**config.mk**
```make
export PLATFORM = sky130hd
export DESIGN_NAME = uart_tx_ctrl
export DESIGN_NICKNAME = d
export VERILOG_FILES = /design/src/rtl/uart_tx_pkg.sv /design/src/rtl/uart_tx_parity_calc.sv /design/src/rtl/uart_tx_ctrl.sv
export SDC_FILE = /design/constraint.sdc
export NUM_CORES = 1
export LEC_CHECK = 0
export CORE_UTILIZATION = 52
export DETAILED_ROUTE_END_ITERATION = 7
export HOLD_SLACK_MARGIN = 0.03
export PLACE_DENSITY = 0.8
export SYNTH_ARGS = -nofsm -noshare
export SYNTH_HDL_FRONTEND = slang
export SYNTH_HIERARCHICAL = 1
export SYNTH_SLANG_ARGS = --single-unit
```
**constraint.sdc**
```tcl
create_clock -name CLK -period 3.4 [get_ports CLK]
set_clock_uncertainty 0.05 [all_clocks]
set_input_delay 1.02 -clock CLK [delete_from_list [all_inputs] [get_ports CLK]]
set_output_delay 1.02 -clock CLK [all_outputs]
set_load 0.01 [all_outputs]
```
**src/rtl/uart_tx_pkg.sv**
```systemverilog
// uart_tx_pkg: frame state encoding and serial line constants shared by the
// UART transmit controller and its parity helper.
package uart_tx_pkg;

   // state  | meaning
   // IDLE   | line idle high, waiting for Data_Valid
   // START  | driving the start bit (one cycle)
   // DATA   | shifting out data bits LSB-first, cnt selects the bit
   // PARITY | driving the parity bit (only built with UART_TX_PARITY_EN)
   // STOP   | driving the stop bit; a new word may be accepted here
   typedef enum logic [2:0] {
      IDLE   = 3'd0,
      START  = 3'd1,
      DATA   = 3'd2,
      PARITY = 3'd3,
      STOP   = 3'd4
   } tx_state_e;

   localparam logic PAR_EVEN  = 1'b0;
   localparam logic PAR_ODD   = 1'b1;
   localparam logic LINE_IDLE = 1'b1;
   localparam logic START_BIT = 1'b0;
   localparam logic STOP_BIT  = 1'b1;

endpackage

```
**src/rtl/uart_tx_parity_calc.sv**
```systemverilog
// uart_tx_parity_calc: combinational parity over the latched word.
// Even parity makes the total count of ones (data + parity) even; odd
// parity makes it odd.
import uart_tx_pkg::*;

module uart_tx_parity_calc #(
   parameter int DATA_WIDTH = 8
) (
   input  logic [DATA_WIDTH-1:0] i_data,
   input  logic                  i_par_typ,
   output logic                  o_parity
);

   logic w_xor;

   assign w_xor    = ^i_data;
   assign o_parity = (i_par_typ == PAR_ODD) ? ~w_xor : w_xor;

endmodule

```
**src/rtl/uart_tx_ctrl.sv**
```systemverilog
// uart_tx_ctrl: UART transmit frame sequencer. One serial bit per CLK edge:
// start bit, DATA_WIDTH data bits LSB-first, optional parity, stop bit.
// TX_OUT and Busy are registered from the next state so they show the bit of
// the state entered on each edge.
// Build option: define UART_TX_PARITY_EN to build the parity state, the
// parity XOR tree and the PAR_EN/PAR_TYP latches. Without it those ports
// are ignored and every frame is DATA_WIDTH+2 bits long.
import uart_tx_pkg::*;

module uart_tx_ctrl #(
   parameter int DATA_WIDTH = 8
) (
   input  logic                  CLK,
   input  logic                  RST,
   input  logic [DATA_WIDTH-1:0] P_DATA,
   input  logic                  Data_Valid,
   input  logic                  PAR_EN,
   input  logic                  PAR_TYP,
   output logic                  TX_OUT,
   output logic                  Busy
);

   localparam int CNT_W = (DATA_WIDTH > 1) ? $clog2(DATA_WIDTH) : 1;
   localparam logic [CNT_W-1:0] LAST_CNT = CNT_W'(DATA_WIDTH - 1);

   tx_state_e             r_state;
   logic [CNT_W-1:0]      r_cnt;
   logic [DATA_WIDTH-1:0] r_data;
   logic                  r_tx;
   logic                  r_busy;

   tx_state_e             w_state_nxt;
   logic [CNT_W-1:0]      w_cnt_nxt;
   logic [DATA_WIDTH-1:0] w_data_nxt;
   logic                  w_tx_nxt;
   logic                  w_busy_nxt;
   logic                  w_accept;

`ifdef UART_TX_PARITY_EN
   logic r_par_en;
   logic r_par_typ;
   logic w_par_en_nxt;
   logic w_par_typ_nxt;
   logic w_parity;

   uart_tx_parity_calc #(
      .DATA_WIDTH (DATA_WIDTH)
   ) u_parity (
      .i_data    (r_data),
      .i_par_typ (r_par_typ),
      .o_parity  (w_parity)
   );
`else
   // Parity ports are kept for interface compatibility but have no load.
   logic w_unused_par;
   assign w_unused_par = PAR_EN ^ PAR_TYP;
`endif

   // Next-state, counter, capture and registered-output selection.
   always_comb begin
      w_state_nxt = r_state;
      w_cnt_nxt   = r_cnt;
      w_data_nxt  = r_data;
      w_accept    = 1'b0;
      w_tx_nxt    = LINE_IDLE;
      w_busy_nxt  = 1'b0;
`ifdef UART_TX_PARITY_EN
      w_par_en_nxt  = r_par_en;
      w_par_typ_nxt = r_par_typ;
`endif

      case (r_state)
         IDLE: begin
            if (Data_Valid) begin
               w_accept    = 1'b1;
               w_state_nxt = START;
            end
         end
         START: begin
            w_state_nxt = DATA;
            w_cnt_nxt   = '0;
         end
         DATA: begin
            if (r_cnt == LAST_CNT) begin
               // Clear so the next frame always starts from bit 0.
               w_cnt_nxt = '0;
`ifdef UART_TX_PARITY_EN
               w_state_nxt = r_par_en ? PARITY : STOP;
`else
               w_state_nxt = STOP;
`endif
            end else begin
               w_cnt_nxt = r_cnt + 1'b1;
            end
         end
`ifdef UART_TX_PARITY_EN
         PARITY: begin
            w_state_nxt = STOP;
         end
`endif
         STOP: begin
            if (Data_Valid) begin
               w_accept    = 1'b1;
               w_state_nxt = START;
            end else begin
               w_state_nxt = IDLE;
            end
         end
         default: begin
            w_state_nxt = IDLE;
            w_cnt_nxt   = '0;
         end
      endcase

      if (w_accept) begin
         w_data_nxt = P_DATA;
`ifdef UART_TX_PARITY_EN
         w_par_en_nxt  = PAR_EN;
         w_par_typ_nxt = PAR_TYP;
`endif
      end

      case (w_state_nxt)
         START: begin
            w_tx_nxt   = START_BIT;
            w_busy_nxt = 1'b1;
         end
         DATA: begin
            w_tx_nxt   = w_data_nxt[w_cnt_nxt];
            w_busy_nxt = 1'b1;
         end
`ifdef UART_TX_PARITY_EN
         PARITY: begin
            // Word is unchanged between DATA and PARITY, so r_data is valid.
            w_tx_nxt   = w_parity;
            w_busy_nxt = 1'b1;
         end
`endif
         STOP: begin
            w_tx_nxt   = STOP_BIT;
            w_busy_nxt = 1'b1;
         end
         default: begin
            w_tx_nxt   = LINE_IDLE;
            w_busy_nxt = 1'b0;
         end
      endcase
   end

   // State, counter, latched word and registered line outputs.
   always_ff @(posedge CLK or negedge RST) begin
      if (!RST) begin
         r_state <= IDLE;
         r_cnt   <= '0;
         r_data  <= '0;
         r_tx    <= LINE_IDLE;
         r_busy  <= 1'b0;
      end else begin
         r_state <= w_state_nxt;
         r_cnt   <= w_cnt_nxt;
         r_data  <= w_data_nxt;
         r_tx    <= w_tx_nxt;
         r_busy  <= w_busy_nxt;
      end
   end

`ifdef UART_TX_PARITY_EN
   // Parity configuration captured with the word at acceptance.
   always_ff @(posedge CLK or negedge RST) begin
      if (!RST) begin
         r_par_en  <= 1'b0;
         r_par_typ <= 1'b0;
      end else begin
         r_par_en  <= w_par_en_nxt;
         r_par_typ <= w_par_typ_nxt;
      end
   end
`endif

   assign TX_OUT = r_tx;
   assign Busy   = r_busy;

endmodule

```
# Word-level counts from Yosys, hierarchy flattened
# Cells that the tools add are included.
# W data, S select, Z words.
dict set report totals {
  inputBits 13
  ff_bits 16
  elab_cells 30
}
dict set report op_classes {
  magnitude_cmp 1
  n_addsub 1
  n_eq_ne 7
  mux 13
  reduce_logical 3
}
# cell n
set ops {}
lappend ops {{$pmux W3 S4} 1}
lappend ops {{$eq A3 B3 Y1 const B} 3}
lappend ops {{$mux W3} 3}
lappend ops {{$mux W8} 1}
lappend ops {{$eq A3 B1 Y1 const B} 2}
lappend ops {{$eq A3 B2 Y1 const B} 2}
lappend ops {{$pmux W3 S2} 1}
lappend ops {{$mux W1} 5}
lappend ops {{$lt A3 B4 Y1 const B} 1}
lappend ops {{$add A3 B1 Y3 const B} 1}
lappend ops {{$bmux W1 S3} 1}
lappend ops {{$logic_not A3 Y1} 1}
lappend ops {{$reduce_or A3 Y1} 1}
lappend ops {{$pmux W1 S2} 1}
lappend ops {{$reduce_or A2 Y1} 1}

# Logic depth before layout (Yosys ltp)
# Gate-level depths: netlist (run 1).
dict set report logic_depth {
  depth_word 7
  depth_mapped 7
  mapped_depth_nobuf 7
}

# Worst setup path after synthesis (run 1)
# OpenSTA, ideal clock, no wires.
dict set report synth_timing {
  path_type {input to register}
  startpoint {input port Data_Valid}
  endpoint {register r_tx (netlist: TX_OUT)}
  setup_time_ns 0.087
  setup_slack_ns 1.000
  cell_stages 6
  n_path_buf 1
  arrival_time_ns 2.263
  required_ns 3.263
  path_cell_list {nor3b_2 -> buf_2 -> mux2_2 -> mux2_4 -> o2bb2a_4 -> a31oi_1}
}
dict set report synth_between {
  elab_cells_between_ends 11
  classes_between {2 x eq/ne; 9 x mux}
}
# item line_no
set synth_rtl {}
lappend synth_rtl {{start, declared} uart_tx_ctrl.sv:16} ;# input logic Data_Valid,
lappend synth_rtl {{$mux W1 / $mux W3 (equally long branches)} {uart_tx_ctrl.sv:102, uart_tx_ctrl.sv:74}}
lappend synth_rtl {{$pmux W3 S4 *} uart_tx_ctrl.sv:72} ;# case (r_state)
lappend synth_rtl {{net w_state_nxt[0]} uart_tx_ctrl.sv:32} ;# tx_state_e w_state_nxt;
lappend synth_rtl {{$eq A3 B2 Y1 / $eq A3 B1 Y1 (equally long branches)} uart_tx_ctrl.sv:123} ;# case (w_state_nxt)
lappend synth_rtl {{$pmux W1 S2 *} uart_tx_ctrl.sv:123}
lappend synth_rtl {{net w_tx_nxt} uart_tx_ctrl.sv:35} ;# logic w_tx_nxt;
lappend synth_rtl {{end signal, assigned} uart_tx_ctrl.sv:162} ;# r_tx <= w_tx_nxt;
lappend synth_rtl {{end, declared} uart_tx_ctrl.sv:29} ;# logic r_tx;
# Mark *: on every way through the listed nets, which the timed path passes. The rest lies on a longest branch. The select of a mux whose other input is x is not followed.

# Final worst setup path (run 1)
dict set report layout_timing {
  startpoint {input port Data_Valid}
  endpoint {register r_tx (netlist: TX_OUT)}
}
dict set report layout_between {
  elab_chain_cells 6
  elab_cells_between_ends 11
  classes_between {2 x eq/ne; 9 x mux}
}
# item line_no
set layout_rtl {}
lappend layout_rtl {{$mux W1} {uart_tx_ctrl.sv:74, uart_tx_ctrl.sv:102}}
lappend layout_rtl {{$mux W1} --}
lappend layout_rtl {{$mux W8} uart_tx_ctrl.sv:115} ;# if (w_accept) begin
lappend layout_rtl {{net w_data_nxt[4]} uart_tx_ctrl.sv:34} ;# logic [DATA_WIDTH-1:0] w_data_nxt;
lappend layout_rtl {{$bmux W1 S3} uart_tx_ctrl.sv:129} ;# w_tx_nxt = w_data_nxt[w_cnt_nxt];
lappend layout_rtl {{$mux W1 (implied by the code)} uart_tx_ctrl.sv:129}
lappend layout_rtl {{$pmux W1 S2} uart_tx_ctrl.sv:123}
lappend layout_rtl {{net w_tx_nxt} uart_tx_ctrl.sv:35}
# The timed path passes the listed nets, and every way through them passes these cells. The select of a mux whose other input is x is not followed.

==> impl_metrics.json, run 1 <==
{
  "fmax_mhz": 387.7,
  "worstMarginPinSlew_ns": 0.6974,
  "ioPinCount": 15,
  "drc_errors": 0,
  "synth_cells": 57,
  "antenna_left": 0,
  "cts_htree_levels": 1,
  "synthSimpleGateAreaFrac_pct": 13.19,
  "critical_path_class": "in -> reg",
  "drt-total-wl_mm": 1.318,
  "hold_path.class": "reg -> reg",
  "num-nets-final": 87,
  "placementRows": 13,
  "grt_max_degree": 17,
  "whs_ns": 0.4554,
  "antenna_found_initial": 0,
  "grt_use_met2_pct": 36.11,
  "syn_nets": 72,
  "path_clk_slew_ns": 0.09,
  "cp-start-kind": "input pin",
  "cts_made_buffers": 3,
  "vias": 470,
  "fp.dieW_um": 40.44,
  "synth.distinct_cells": 26,
  "cts_buffer_depth": 2,
  "post-route-util_pct": 69.23,
  "antenna_cells": 0,
  "portBuffers": 12,
  "yosys_warnings": 6,
  "postCtsSetupBuffers": 0,
  "tns_ns": 0,
  "vdd_drop_max_uv": 391.6,
  "area_growth_pct": 20.20,
  "min_period_ns": 2.579,
  "drt_iter0_markers": 3,
  "final_max_slew_viol_count": 0,
  "cts_tree": "built",
  "dp_hpwl_um": 982.6,
  "grt_use_total_pct": 22.53,
  "synth-seq-area-share_pct": 52.28,
  "cts_root_buf": "clkbuf_4",
  "clk_latency_ns": 0.28,
  "grt_overflow": 0,
  "ctsResizeCount": 0,
  "routabilityCongestion": 0.6701,
  "holdBufCountCts": 0,
  "core_area_um2": 1334,
  "synth_compound_area_share_pct": 9.446,
  "cp-end-kind": "flip-flop",
  "synth.area.mux_share_pct": 17.92,
  "setup_viol": 0,
  "cap_viol_max_count": 0,
  "synth_xor_area_share_pct": 1.140,
  "crit_fanout": 11,
  "relSlewSlack_pct": 53.36,
  "crit_arrival_ns": 2.74,
  "finalCritPeriodShare_pct": 75.86,
  "grt_util_met1_pct": 26.67,
  "drive_gt1_share_pct": 28.17,
  "hold_viol": 0,
  "grt_pass1_vias": 492,
  "yosys.area_share.adder_pct": 3.257,
  "grtUsageMet3_pct": 5.000,
  "synth_area_um2": 768.2,
  "ys_ff_latch": 16,
  "firstDrtPassIters": 3,
  "initial_core_util_pct": 57.60,
  "cts_sinks": 16,
  "synth_top_family_by_area": "multiplexers",
  "status": "complete, no violations",
  "rsz0062_at_grt": "false",
  "power.density_nw_per_um2": 904.0,
  "syn_area_per_cell_um2": 13.48,
  "die_area_um2": 1635,
  "die_height_um": 40.44,
  "total_leakage_power_nw": 0.3844,
  "grt_pass1_wl_mm": 2.214,
  "cp_data_required_time_ns": 3.56,
  "via_per_inst": 5.465,
  "wl_per_cell_um": 15.33,
  "busiest_layer": "met2"
}
-- critical path, cell delays in order --
cell and delay (ns):
clkdlybuf4s50_1 0.44, nor3b_2 0.14, buf_4 0.21, mux2_2 0.37
mux2_2 0.26, a22oi_1 0.17, a31oi_1 0.11
-- cells in the mapped netlist (all sizes together) --
cell type  instances  share of area, %
ha                 2               3.3
a31oi              1              0.81
a22oi              1              0.98
dfrtp             15                49
a21oi              4               4.1
nor3b              1               1.6
o21bai             1              0.98
inv                1              0.49
xnor2              1               1.1
buf                3               2.3
dfstp              1               3.4
nand3b             1              0.98
mux2              11                17
mux2i              1               1.3
nor2b              2               1.6
nor4b              1               1.1
nand2b             3               2.4
nor2               2              0.98
nor3               1              0.65
nand2              1              0.49
or4b               1               1.8
o2bb2a             1               2.6
nand4bb            1               1.5
-- through the flow --
step	worst slack, ns	cell area, um^2	total power (W)	std cells
after floorplan	1.000	768.2	0.0006441	57
after global placement	0.5606	897.1	0.0007122	82
after detailed placement	0.5371	897.1	0.0007415	82
after CTS	0.8418	923.4	0.0008473	86
after global routing	0.7374	923.4	0.0009044	86
final	0.8208	923.4	0.0008348	86
-- final timing paths --
| path | start | end | slack, ns | cells past startpoint |
|---|---|---|---|---|
| worst max-delay path | Data_Valid | TX_OUT | 0.82 | 7 |
| worst min-delay path | r_data[6] | r_data[6] | 0.46 | 1 |
| worst max register to register | r_cnt[0] | TX_OUT | 0.98 | 7 |
| worst min register to register | r_data[6] | r_data[6] | 0.46 | 1 |
| max in group asynchronous | RST | r_cnt[1] | 1.76 | 1 |
| min in group asynchronous | RST | r_data[2] | 1.10 | 1 |
-- state kept, by name (all words and copies together) (netlist names) --
name,count
Busy,1
TX_OUT,1
r_cnt,3
r_data,8
r_state,3
-- cells by family (layout without fill, tap and decap cells) --
family | count (synthesis) | count (layout)
compound gates | 8 | 8
xor+xnor | 1 | 1
mux | 12 | 12
flops | 16 | 16
fa+ha+maj | 2 | 2
simple gates | 14 | 14
buf+inv | 4 | 18
-- power by group --
part | internal (W) | switching [W]
Combinational | 0.000233 | 0.000165
Clock | 0.0000456 | 0.0000575
Sequential | 0.000281 | 0.0000528
-- metal layers --
| metal | wire length (um) | share of wire (%) | up-vias |
|---|---|---|---|
| li1 | - | - | 231 |
| met1 | 581 | 44 | 225 |
| met2 | 644 | 49 | 10 |
| met3 | 51 | 3.9 | 4 |
| met4 | 41 | 3.1 | 0 |
| met5 | 0 | 0 | - |
-- area by class of cell --
type / count / area (um^2)
fillers: 98 / 410.4
flip-flops and latches: 16 / 401.6
multi-input cells: 37 / 345.3
repair buffers: 13 / 127.6
clock buffers: 4 / 26.28
well taps: 15 / 18.77
inverters: 1 / 3.754
-- cell usage in the layout, fill, tap and decap left out, types with 2 or more instances in the layout --
| cell | instances |
|---|---|
| nor2_1 | 2 |
| dfrtp_1 | 15 |
| ha_1 | 2 |
| nor2b_1 | 2 |
| nand2b_1 | 3 |
| clkdlybuf4s50_1 | 12 |
| a21oi_1 | 3 |
| clkbuf_4 | 3 |
| mux2_2 | 10 |
Note: power is estimated with default switching activity, not from simulation.
==> run 2: changes to the inputs <==
--- a/config.mk
+++ b/config.mk
@@ -5,10 +5,10 @@
 export SDC_FILE = /design/constraint.sdc
 export NUM_CORES = 1
 export LEC_CHECK = 0
-export CORE_UTILIZATION = 52
+export CORE_UTILIZATION = 44
 export DETAILED_ROUTE_END_ITERATION = 7
 export HOLD_SLACK_MARGIN = 0.03
-export PLACE_DENSITY = 0.8
+export PLACE_DENSITY = 0.72
 export SYNTH_ARGS = -nofsm -noshare
 export SYNTH_HDL_FRONTEND = slang
 export SYNTH_HIERARCHICAL = 1
==> constraint.sdc (replaced) <==
create_clock -name CLK -period 2.2 [get_ports CLK]
set_clock_uncertainty 0.05 [all_clocks]
set_input_delay 0.66 -clock CLK [delete_from_list [all_inputs] [get_ports CLK]]
set_output_delay 0.66 -clock CLK [all_outputs]
set_load 0.01 [all_outputs]
==> run 2 against run 1 <==
Effect of this change: the flow now finishes with violations (negative setup slack); largest cell class unchanged; critical path type is now reg -> reg; via count is 5.1% higher; total power is 69% higher; critical path depth unchanged; global-route usage decreased by 7.5 points; count of clock-buffer cells in the layout is the same; worst hold slack about the same; die area rose by 17%; sequential cell count stayed put.
==> impl_metrics.json, run 2 (same netlist as run 1, synthesis figures left out) <==
{
  "grt_overflow": 0,
  "final_max_slew_viol_count": 0,
  "routabilityCongestion": 0.7307,
  "hold_path.class": "reg -> reg",
  "cap_viol_max_count": 0,
  "grt_pass1_vias": 493,
  "drc_errors": 0,
  "total_leakage_power_nw": 0.4243,
  "p_sw_share_pct": 31.60,
  "p_total_w": 0.001407,
  "tns_ns": -0.02453,
  "largest_reg_flops": 8,
  "clk_latency_ns": 0.28,
  "postCtsSetupBuffers": 0,
  "wl_per_cell_um": 13.88,
  "crit_arrival_ns": 2.38,
  "drive_gt1_share_pct": 38.96,
  "core_area_um2": 1577,
  "via_per_inst": 5.312,
  "area_growth_pct": 31.11,
  "holdBufCountCts": 0,
  "antenna_cells": 0,
  "grt_pass1_wl_mm": 2.090,
  "relSlewSlack_pct": 76.50,
  "stdcell_count": 93,
  "whs_ns": 0.4552,
  "combPwrFrac_pct": 51.7,
  "fp.dieW_um": 43.79,
  "worst_slack_ns": -0.02453,
  "worstMarginPinSlew_ns": 0.3524,
  "antenna_left": 0,
  "rsz0062_at_grt": "true",
  "vdd_drop_max_uv": 680.0,
  "vias": 494,
  "dp_slack_ns": -0.3493,
  "cp_data_required_time_ns": 2.36,
  "drt_iter0_markers": 7,
  "critical_path_class": "reg -> reg",
  "cts_buffer_depth": 2,
  "cts_sinks": 16,
  "power.density_nw_per_um2": 1397,
  "placedCellCount": 89,
  "path_clk_slew_ns": 0.09,
  "dp_hpwl_um": 939.9,
  "grt_use_total_pct": 14.99,
  "cp-end-kind": "flip-flop",
  "cts_htree_levels": 1,
  "ioPinCount": 15,
  "setup_viol": 1,
  "fmax_mhz": 449.5,
  "drt-total-wl_mm": 1.291,
  "placementRows": 14,
  "die_height_um": 43.79,
  "seqPwrFrac_pct": 34.7,
  "failed_checks": "negative setup slack",
  "initial_core_util_pct": 48.73,
  "firstDrtPassIters": 2,
  "layout_commonest_cell": "dfrtp_1",
  "internal-power_w": 0.0009624,
  "crit_fanout": 5,
  "cts_tree": "built",
  "reg_top3": "r_data (8), r_cnt (3), r_state (3)",
  "num-nets-final": 93,
  "largest-register": "r_data",
  "p_sw_w": 0.0004446,
  "cp-start-kind": "flip-flop",
  "portBuffers": 12,
  "cts_root_buf": "clkbuf_4",
  "hold_viol": 0,
  "status": "complete, but fails checks",
  "antenna_found_initial": 0,
  "grt_max_degree": 17,
  "final_cell_mix": "dfrtp_1, clkdlybuf4s50_1, mux2_2, buf_4",
  "die_area_um2": 1917,
  "clkPwrFrac_pct": 13.6,
  "finalCritPeriodShare_pct": 101.1,
  "cts_made_buffers": 3,
  "min_period_ns": 2.225
}
## run 2: repair_timing
item | CTS | global route
pin swaps | 2 | 0
gates resized for setup | 3 | 0
setup endpoints to repair | 1 | 1
## run 2: area by class of cell
type	count	area, um^2
clock buffer	4	36.28
fill	129	569.3
inverter	1	3.754
multi-input combinational	37	372.9
sequential	16	401.6
tap	16	20.02
timing repair buffer	19	172.7
## run 2: stage by stage
step / util (%) / instance area [um^2]
6_report: 63.89 / 1007
5_1_grt: 63.89 / 1007
3_3_place_gp: 60.48 / 953.4
2_1_floorplan: - / 778.2
4_1_cts: 63.89 / 1007
3_5_place_dp: 60.48 / 953.4
## run 2: routing by layer
| metal | part of all wire (%) | GRT usage [%] | wire length, um |
|---|---|---|---|
| met5 | 0 | 0 | 0 |
| met4 | 0.39 | 7.500 | 5 |
| met3 | 2.2 | 1.250 | 28 |
| met2 | 51 | 23.28 | 658 |
| met1 | 46 | 21.02 | 599 |
## run 2: path summary, 6_finish.rpt
check	cells past startpoint	endpoint	slack (ns)	from
max	7	TX_OUT	-0.02	r_cnt[0]
min	1	r_data[2]	0.46	r_data[2]
max reg2reg	7	TX_OUT	-0.02	r_cnt[0]
min reg2reg	1	r_data[2]	0.46	r_data[2]
max in group asynchronous	2	TX_OUT	1.22	RST
min in group asynchronous	2	r_data[2]	0.64	RST
## run 2: power groups by stage
stage	Sequential, W	Combinational, W	Clock, W
detailed placement	0.000492	0.000711	0
CTS	0.000490	0.000734	0.000200
floorplan	0.000481	0.000542	0
global placement	0.000484	0.000695	0
finish	0.000488	0.000728	0.000191
global route	0.000500	0.000792	0.000211
## run 2: worst max-delay path, cell delays in order (launching register included)
cell     delay [ns]
dfrtp_1        0.40
ha_2           0.20
ha_4           0.15
or4b_4         0.49
a21oi_4        0.25
mux2_4         0.33
a22oi_2        0.16
a31oi_1        0.11
